### config.mk
export PLATFORM = sky130hd
export DESIGN_NAME = tusca_uc
export DESIGN_NICKNAME = d
export VERILOG_FILES = /design/src/rtl/tusca_pkg.sv /design/src/rtl/contador_m.sv /design/src/rtl/tusca_uc.sv
export SDC_FILE = /design/constraint.sdc
export NUM_CORES = 1
export LEC_CHECK = 0
export BUFFER_PORTS_ARGS = -buffer_cell sky130_fd_sc_hd__buf_2
export CORE_MARGIN = 2
export CORE_UTILIZATION = 62
export DETAILED_ROUTE_END_ITERATION = 6
export PLACE_DENSITY = 0.93
export SETUP_SLACK_MARGIN = 0.2
export SLEW_MARGIN = 20
export SYNTH_ARGS = -nofsm -noshare
export SYNTH_HDL_FRONTEND = slang
export SYNTH_SLANG_ARGS = --single-unit
### constraint.sdc
create_clock -name clock -period 4.6 [get_ports clock]
set_clock_uncertainty 0.05 [all_clocks]
set_input_delay 0.92 -clock clock [delete_from_list [all_inputs] [get_ports clock]]
set_output_delay 0.92 -clock clock [all_outputs]
set_load 0.01 [all_outputs]
### src/rtl/tusca_pkg.sv
// State codes and widths shared by the TUSCA control unit and its testbench.
package tusca_pkg;

  localparam int ESTADO_W = 4;

  localparam logic [ESTADO_W-1:0] INICIAL       = 4'd0;
  localparam logic [ESTADO_W-1:0] CONFIG        = 4'd1;
  localparam logic [ESTADO_W-1:0] ERRO_CFG      = 4'd2;
  localparam logic [ESTADO_W-1:0] ZERA          = 4'd3;
  localparam logic [ESTADO_W-1:0] MEDE          = 4'd4;
  localparam logic [ESTADO_W-1:0] ESPERA_MEDIDA = 4'd5;
  localparam logic [ESTADO_W-1:0] FALHA         = 4'd6;
  localparam logic [ESTADO_W-1:0] ESPERA_DELAY  = 4'd7;
  localparam logic [ESTADO_W-1:0] ERRO_MED      = 4'd8;

endpackage

### src/rtl/contador_m.sv
// Modulo-M up counter that stops at M-1 instead of wrapping; fim flags the terminal count.
module contador_m #(
  parameter int M = 100,
  parameter int N = (M > 1) ? $clog2(M) : 1
) (
  input  logic clock,
  input  logic zera_as,
  input  logic zera_s,
  input  logic conta,
  output logic fim
);

  logic [N-1:0] cnt_q;

  // Holding at M-1 keeps fim asserted until the counter is explicitly cleared.
  always_ff @(posedge clock or posedge zera_as) begin
    if (zera_as) begin
      cnt_q <= '0;
    end else if (zera_s) begin
      cnt_q <= '0;
    end else if (conta && (cnt_q != N'(M - 1))) begin
      cnt_q <= cnt_q + 1'b1;
    end
  end

  assign fim = (cnt_q == N'(M - 1));

endmodule

### src/rtl/tusca_uc.sv
// TUSCA control unit: Moore FSM sequencing configuration, DHT11 measurement with
// timeout and bounded retry, inter-measurement delay and servo enable.
module tusca_uc
  import tusca_pkg::*;
#(
  parameter int TIMEOUT_MEDIDA = 50_000_000,
  parameter int MAX_FALHAS     = 3
) (
  input  logic                clock,
  input  logic                reset,
  input  logic                iniciar,
  input  logic                reconfigurar,
  input  logic                pronto_config,
  input  logic                erro_config,
  input  logic                pronto_medida,
  input  logic                fim_delay,
  output logic                receber_config,
  output logic                medir_dht11,
  output logic                zera_delay,
  output logic                conta_delay,
  output logic                gira,
  output logic                erro_medida,
  output logic [ESTADO_W-1:0] db_estado
);

  localparam int FW = $clog2(MAX_FALHAS + 1);

  logic [ESTADO_W-1:0] estado_q, estado_d;
  logic [FW-1:0]       falhas_q, falhas_d;
  logic                pedido_cfg_q, pedido_cfg_d;
  logic                timeout;

  // zera_as stays low so the counter only ever clears synchronously.
  contador_m #(.M(TIMEOUT_MEDIDA)) u_timeout (
    .clock   (clock),
    .zera_as (1'b0),
    .zera_s  (reset || (estado_q == ZERA)),
    .conta   (estado_q == ESPERA_MEDIDA),
    .fim     (timeout)
  );

  always_ff @(posedge clock) begin
    if (reset) begin
      estado_q     <= INICIAL;
      falhas_q     <= '0;
      pedido_cfg_q <= 1'b0;
    end else begin
      estado_q     <= estado_d;
      falhas_q     <= falhas_d;
      pedido_cfg_q <= pedido_cfg_d;
    end
  end

  always_comb begin
    estado_d       = estado_q;
    falhas_d       = falhas_q;
    pedido_cfg_d   = pedido_cfg_q;
    receber_config = 1'b0;
    medir_dht11    = 1'b0;
    zera_delay     = 1'b0;
    conta_delay    = 1'b0;
    gira           = 1'b0;
    erro_medida    = 1'b0;

    // Reconfiguration is only remembered while the measurement loop is running.
    if (reconfigurar && (estado_q >= ZERA) && (estado_q <= ESPERA_DELAY)) begin
      pedido_cfg_d = 1'b1;
    end

    case (estado_q)
      INICIAL: begin
        if (iniciar) estado_d = CONFIG;
      end
      CONFIG: begin
        receber_config = 1'b1;
        if (erro_config)        estado_d = ERRO_CFG;
        else if (pronto_config) estado_d = ZERA;
      end
      ERRO_CFG: begin
        if (iniciar) estado_d = CONFIG;
      end
      ZERA: begin
        zera_delay = 1'b1;
        gira       = 1'b1;
        estado_d   = MEDE;
      end
      MEDE: begin
        medir_dht11 = 1'b1;
        gira        = 1'b1;
        estado_d    = ESPERA_MEDIDA;
      end
      ESPERA_MEDIDA: begin
        gira = 1'b1;
        if (pronto_medida) begin
          estado_d = ESPERA_DELAY;
          falhas_d = '0;
        end else if (timeout) begin
          estado_d = FALHA;
        end
      end
      FALHA: begin
        gira     = 1'b1;
        falhas_d = falhas_q + 1'b1;
        estado_d = (falhas_d == FW'(MAX_FALHAS)) ? ERRO_MED : ZERA;
      end
      ESPERA_DELAY: begin
        conta_delay = 1'b1;
        gira        = 1'b1;
        if (pedido_cfg_q)   estado_d = CONFIG;
        else if (fim_delay) estado_d = ZERA;
      end
      ERRO_MED: begin
        erro_medida = 1'b1;
        if (iniciar) begin
          estado_d = ZERA;
          falhas_d = '0;
        end
      end
      default: estado_d = INICIAL;
    endcase

    if (estado_d == CONFIG) pedido_cfg_d = 1'b0;
  end

  assign db_estado = estado_q;

endmodule
After elaboration in Yosys (flattened, before gate mapping)
Cells that the tools add are included.

word-level totals
  bits in registers = 33
  bits of input ports = 8
  logic and storage cells = 51

cells by class
  add/sub/neg operators = 2
  order comparisons = 2
  equal/unequal tests = 14
  mux-type cells = 19
  reductions and logical operators = 10

operators with widths
  operator                                                         count
  two-way mux 4 bit                                                9
  one-hot mux 4 bit (8 select lines)                               1
  adder 26 x 1 -> 26 bit (second input constant)                   1
  equality test 26 bit (second input constant)                     1
  != test 26 bit (second input constant)                           1
  equality test 4 x 3 -> 1 bit (second input constant)             4
  equality test 4 x 1 -> 1 bit (second input constant)             2
  equality test 4 x 2 -> 1 bit (second input constant)             2
  two-way mux 1 bit                                                6
  one-hot mux 2 bit (3 select lines)                               1
  OR reduction 5 bit                                               1
  equality test 4 bit (second input constant)                      1
  >= comparator 4 x 2 -> 1 bit (second input constant)             1
  less-or-equal comparator 4 x 3 -> 1 bit (second input constant)  1
  zero test 4 bit                                                  1
  two-way mux 2 bit                                                2
  != test 2 bit (second input constant)                            2
  OR reduction 2 bit                                               2
  logical AND 1 bit                                                3
  AND reduction 3 bit                                              1
  nonzero test 3 bit                                               1
  adder 2 x 1 -> 2 bit (second input constant)                     1
  equality test 2 bit (second input constant)                      1
  logical OR 1 bit                                                 1

Logic depth before layout (Yosys ltp)
  depth after elaboration = 6
  gate-level depth with buffers = 8
  mapped depth without buffers = 6

Hierarchy
From an unflattened synthesis, not the netlist that was laid out.

unflattened totals
  cells, all modules = 220
  area total of the unflattened synthesis = 2004.4 sq um

modules (own cells, without submodules)
  module      times used  cells each  area each (sq um)  sequential area each (sq um)
  contador_m  1           145         1410.1             650.6
  tusca_uc    1           75          594.3              140.1

Worst setup path after synthesis
OpenSTA, ideal clock, no wires.

  kind = reg-to-output
  start point = register estado_q[3], in the netlist db_estado[3]
  end point = output port erro_medida
  data arrival time = 1192 ps
  data required time = 3630 ps
  path slack = 2438 ps
  cell stages (with the launch flop) = 3
  buffers on the path = 1
  path through = dfxtp_1 -> clkbuf_1 -> nor4b_1

between the ends
  word-level cells in the longest chain between the ends = 2

RTL lines
  element                   RTL line        RTL
  start: declaration        tusca_uc.sv:28  logic [ESTADO_W-1:0] estado_q, estado_d;
  start signal: assignment  tusca_uc.sv:48  estado_q <= estado_d;
  equality test 4 bit       tusca_uc.sv:70  case (estado_q)
  two-way mux 1 bit         tusca_uc.sv:70
  end: declaration          tusca_uc.sv:22  output logic erro_medida,

Every way passes these cells.

Final worst setup path
  start point = register estado_q[0], in the netlist db_estado[0]
  end point = output port zera_delay

between the ends
  word-level cells in the longest chain between the ends = 2

RTL lines
  element                       RTL line        RTL
  equality test 4 x 2 -> 1 bit  tusca_uc.sv:70
  two-way mux 1 bit             tusca_uc.sv:70
  end: declaration              tusca_uc.sv:19  output logic zera_delay,

Every way passes these cells.

==> results.md <==
- Clk_lat worst skew: 0.33 ns
- Tot Pwr: 476.5 uW
- Sequential share of power: 61.8%
- Net total in the final layout: 252
- Number of global-route vias before repair: 1415
- Most common cell after layout, fill and taps aside: dfxtp_1
- Top_reg_cell synth: dfxtp_1
- Pin count of the biggest net entering global routing: 26
- Layout cell share with drive strength beyond 1: 11.52%
- Most frequent cells in the layout: dfxtp_1 (33), nor2_1 (28), a21oi_1 (22), buf_2 (17), nand2_1 (14)
- Fillers: 221
- Total Wirelength: 3749 um
- Syn avg cell area: 7.904 sq um
- Via count: 1715
- Asr flop ratio synth: 0%
- HPWL after DPL: 2722 um
- Initial Util: 65.36%
- Hold slack: 0.4412 ns
- Maxcap violations: 0
- 1st-pass router iterations: 4
- Min Clock Period, post-route: 2.603 ns
- CP Launch Type: flop
- Drt wl/cell: 13.68 um
- RSZ-0062 raised after global routing: false
- Critical path arrival: 1.63 ns
- DR vias/cell: 6.259
- Sw frac: 24.41%
- Final setup vio count: 0
- I/O Pins: 18
- Outcome: finished, final reports clean
- Post-synth EDFFs: 0
- Fmax: 0.3841 GHz
- CTS tree: built
- Clk network pwr share: 32.4%
- Leak Pwr: 0.0006543 uW
- Num CTS Buffers: 5
- Total Routing Usage GR: 24.64%
- GPL Wtd Cong: 0.8712
- FF+latch count, synth: 33
- Die width: 58.15 um
- Unique masters post-synth: 44
- Syn nets: 240
- Clk sinks: 33
- First-pass GRT wire length: 6403 um
- Util after Layout: 69.55%
- Worst-Margin Slew: 0.7090 ns
- Final Worst Setup Slack: 1.997 ns
- Sequential-to-total area share from yosys stat: 36.34%
- Die area: 3381 sq um
- Clock buffer depth: 2
- Final period util: 56.59%
- Max_slew headroom: 52.47%
- Synth Cell Area: 1818 sq um
- TNS Setup: 0 ns
- VDD IR-drop max: 0.2210 mV
- Combinational power share: 5.8%
- Hold Fails Final Rpt: 0
- Crit Path Class: reg2out
- Antenna diode count: 0
- Site Rows: 19
- P_sw: 116.3 uW
- # hold bufs at CTS: 0
- Synthesis-to-layout area growth: 6.401%
- Worst setup EP type: output pin
- Total gr overflow: 0
- Post-CTS Setup Bufs: 0
- CP Max Fanout: 18
- DR iter-0 viols: 110
- Req. time, crit path: 3.63 ns
- DP Worst Slack: 2.227 ns
- Gate Count Post-Synth: 230
- Post-CTS Resized: 0
- Yosys warns: 0
- Initial antenna violation count: 0
- Drc violations: 0
- Antenna Nets Post-Route: 0
- Worst-path clk slew: 0.10 ns
- Root Driver: clkbuf_4
- PortBufs: 17
- HP Class: reg2reg
- Pwr dens: 246.3 nW/um^2
- Die Span Y: 58.15 um
- Fin. max-slew vios: 0
- # H-tree levels: 2
- Core Region: 2781 sq um
- Int Power: 360.2 uW
## kinds of logic (layout without fill, tap and decap cells)
group	after synthesis	count (layout)	synth area share [%]
compound gates	49	49	16.24
simple gates	113	113	34.89
mux	2	2	1.101
flops	33	33	36.34
buf+inv	20	33	4.749
xor+xnor	11	11	5.300
fa+ha+maj	2	2	1.376
## cell type report
class / instances / area [sq um] / area share (%)
clock buffers: 8 / 48.80 / 2.523
inverters: 8 / 30.03 / 1.552
multi-input cells: 177 / 1071 / 55.37
flip-flops and latches: 33 / 660.6 / 34.15
well taps: 31 / 38.79 / 2.005
repair buffers: 17 / 85.08 / 4.398
## synthesized netlist by cell type (2+ instances only)
| cell type | number | share of area, % |
|---|---|---|
| dfxtp_1 | 33 | 36 |
| nand3_1 | 11 | 3.0 |
| inv_1 | 8 | 1.7 |
| o21ai_0 | 9 | 2.5 |
| nor4b_1 | 2 | 0.96 |
| nand4bb_1 | 2 | 1.2 |
| nor3_1 | 7 | 1.9 |
| o31ai_1 | 9 | 3.7 |
| or3_1 | 8 | 2.8 |
| nand2_1 | 14 | 2.9 |
| nor4_1 | 2 | 0.69 |
| mux2i_1 | 2 | 1.1 |
| nand4_1 | 9 | 3.1 |
| or4_1 | 10 | 4.1 |
| a21oi_1 | 22 | 6.1 |
| xnor2_1 | 2 | 0.96 |
| and3_1 | 4 | 1.4 |
| clkbuf_1 | 9 | 1.9 |
| nand2b_1 | 5 | 1.7 |
| ha_1 | 2 | 1.4 |
| and4_1 | 2 | 0.96 |
| nor2_1 | 28 | 5.8 |
| xor2_1 | 9 | 4.3 |
## metal layers
metal / up-vias / GRT usage (%) / wire length, um
met5: - / 0 / 0
met4: 0 / 7.973 / 41
met3: 4 / 6.696 / 204
met2: 45 / 37.66 / 1826
met1: 787 / 33.75 / 1676
li1: 879 / - / -
## registers in the layout, summed over array words and instances, names as in the netlist
name and count:
db_estado 4, falhas_q 2, u_timeout.cnt_q 26, pedido_cfg_q 1
## worst max-delay path, cell delays in order, from the launching register on
cell and delay [ns]:
dfxtp_1 0.68, nand2_1 0.15, nor3_1 0.27, buf_2 0.20
## per-stage QoR
stage	cell area, sq um	instances
3_3_place_gp	1886	266
4_1_cts	1934	274
6_report	1934	274
5_1_grt	1934	274
3_5_place_dp	1886	266
2_1_floorplan	1818	230
## power groups by stage
| stage | sequential, uW | combinational (uW) | clock (uW) |
|---|---|---|---|
| after CTS | 294 | 27.7 | 157 |
| after floorplan | 297 | 21.1 | 0 |
| after global placement | 301 | 27.3 | 0 |
| after detailed placement | 301 | 27.7 | 0 |
| after global routing | 296 | 30.0 | 171 |
| final | 295 | 27.5 | 154 |
## worst paths after layout
kind | start | end | slack [ns] | depth (start not counted)
max | db_estado[0] | zera_delay | 2.00 | 3
min | u_timeout.cnt_q[23] | u_timeout.cnt_q[23] | 0.44 | 2
max reg2reg | u_timeout.cnt_q[7] | pedido_cfg_q | 2.17 | 5
min reg2reg | u_timeout.cnt_q[23] | u_timeout.cnt_q[23] | 0.44 | 2
(Power assumes the default switching activity.)
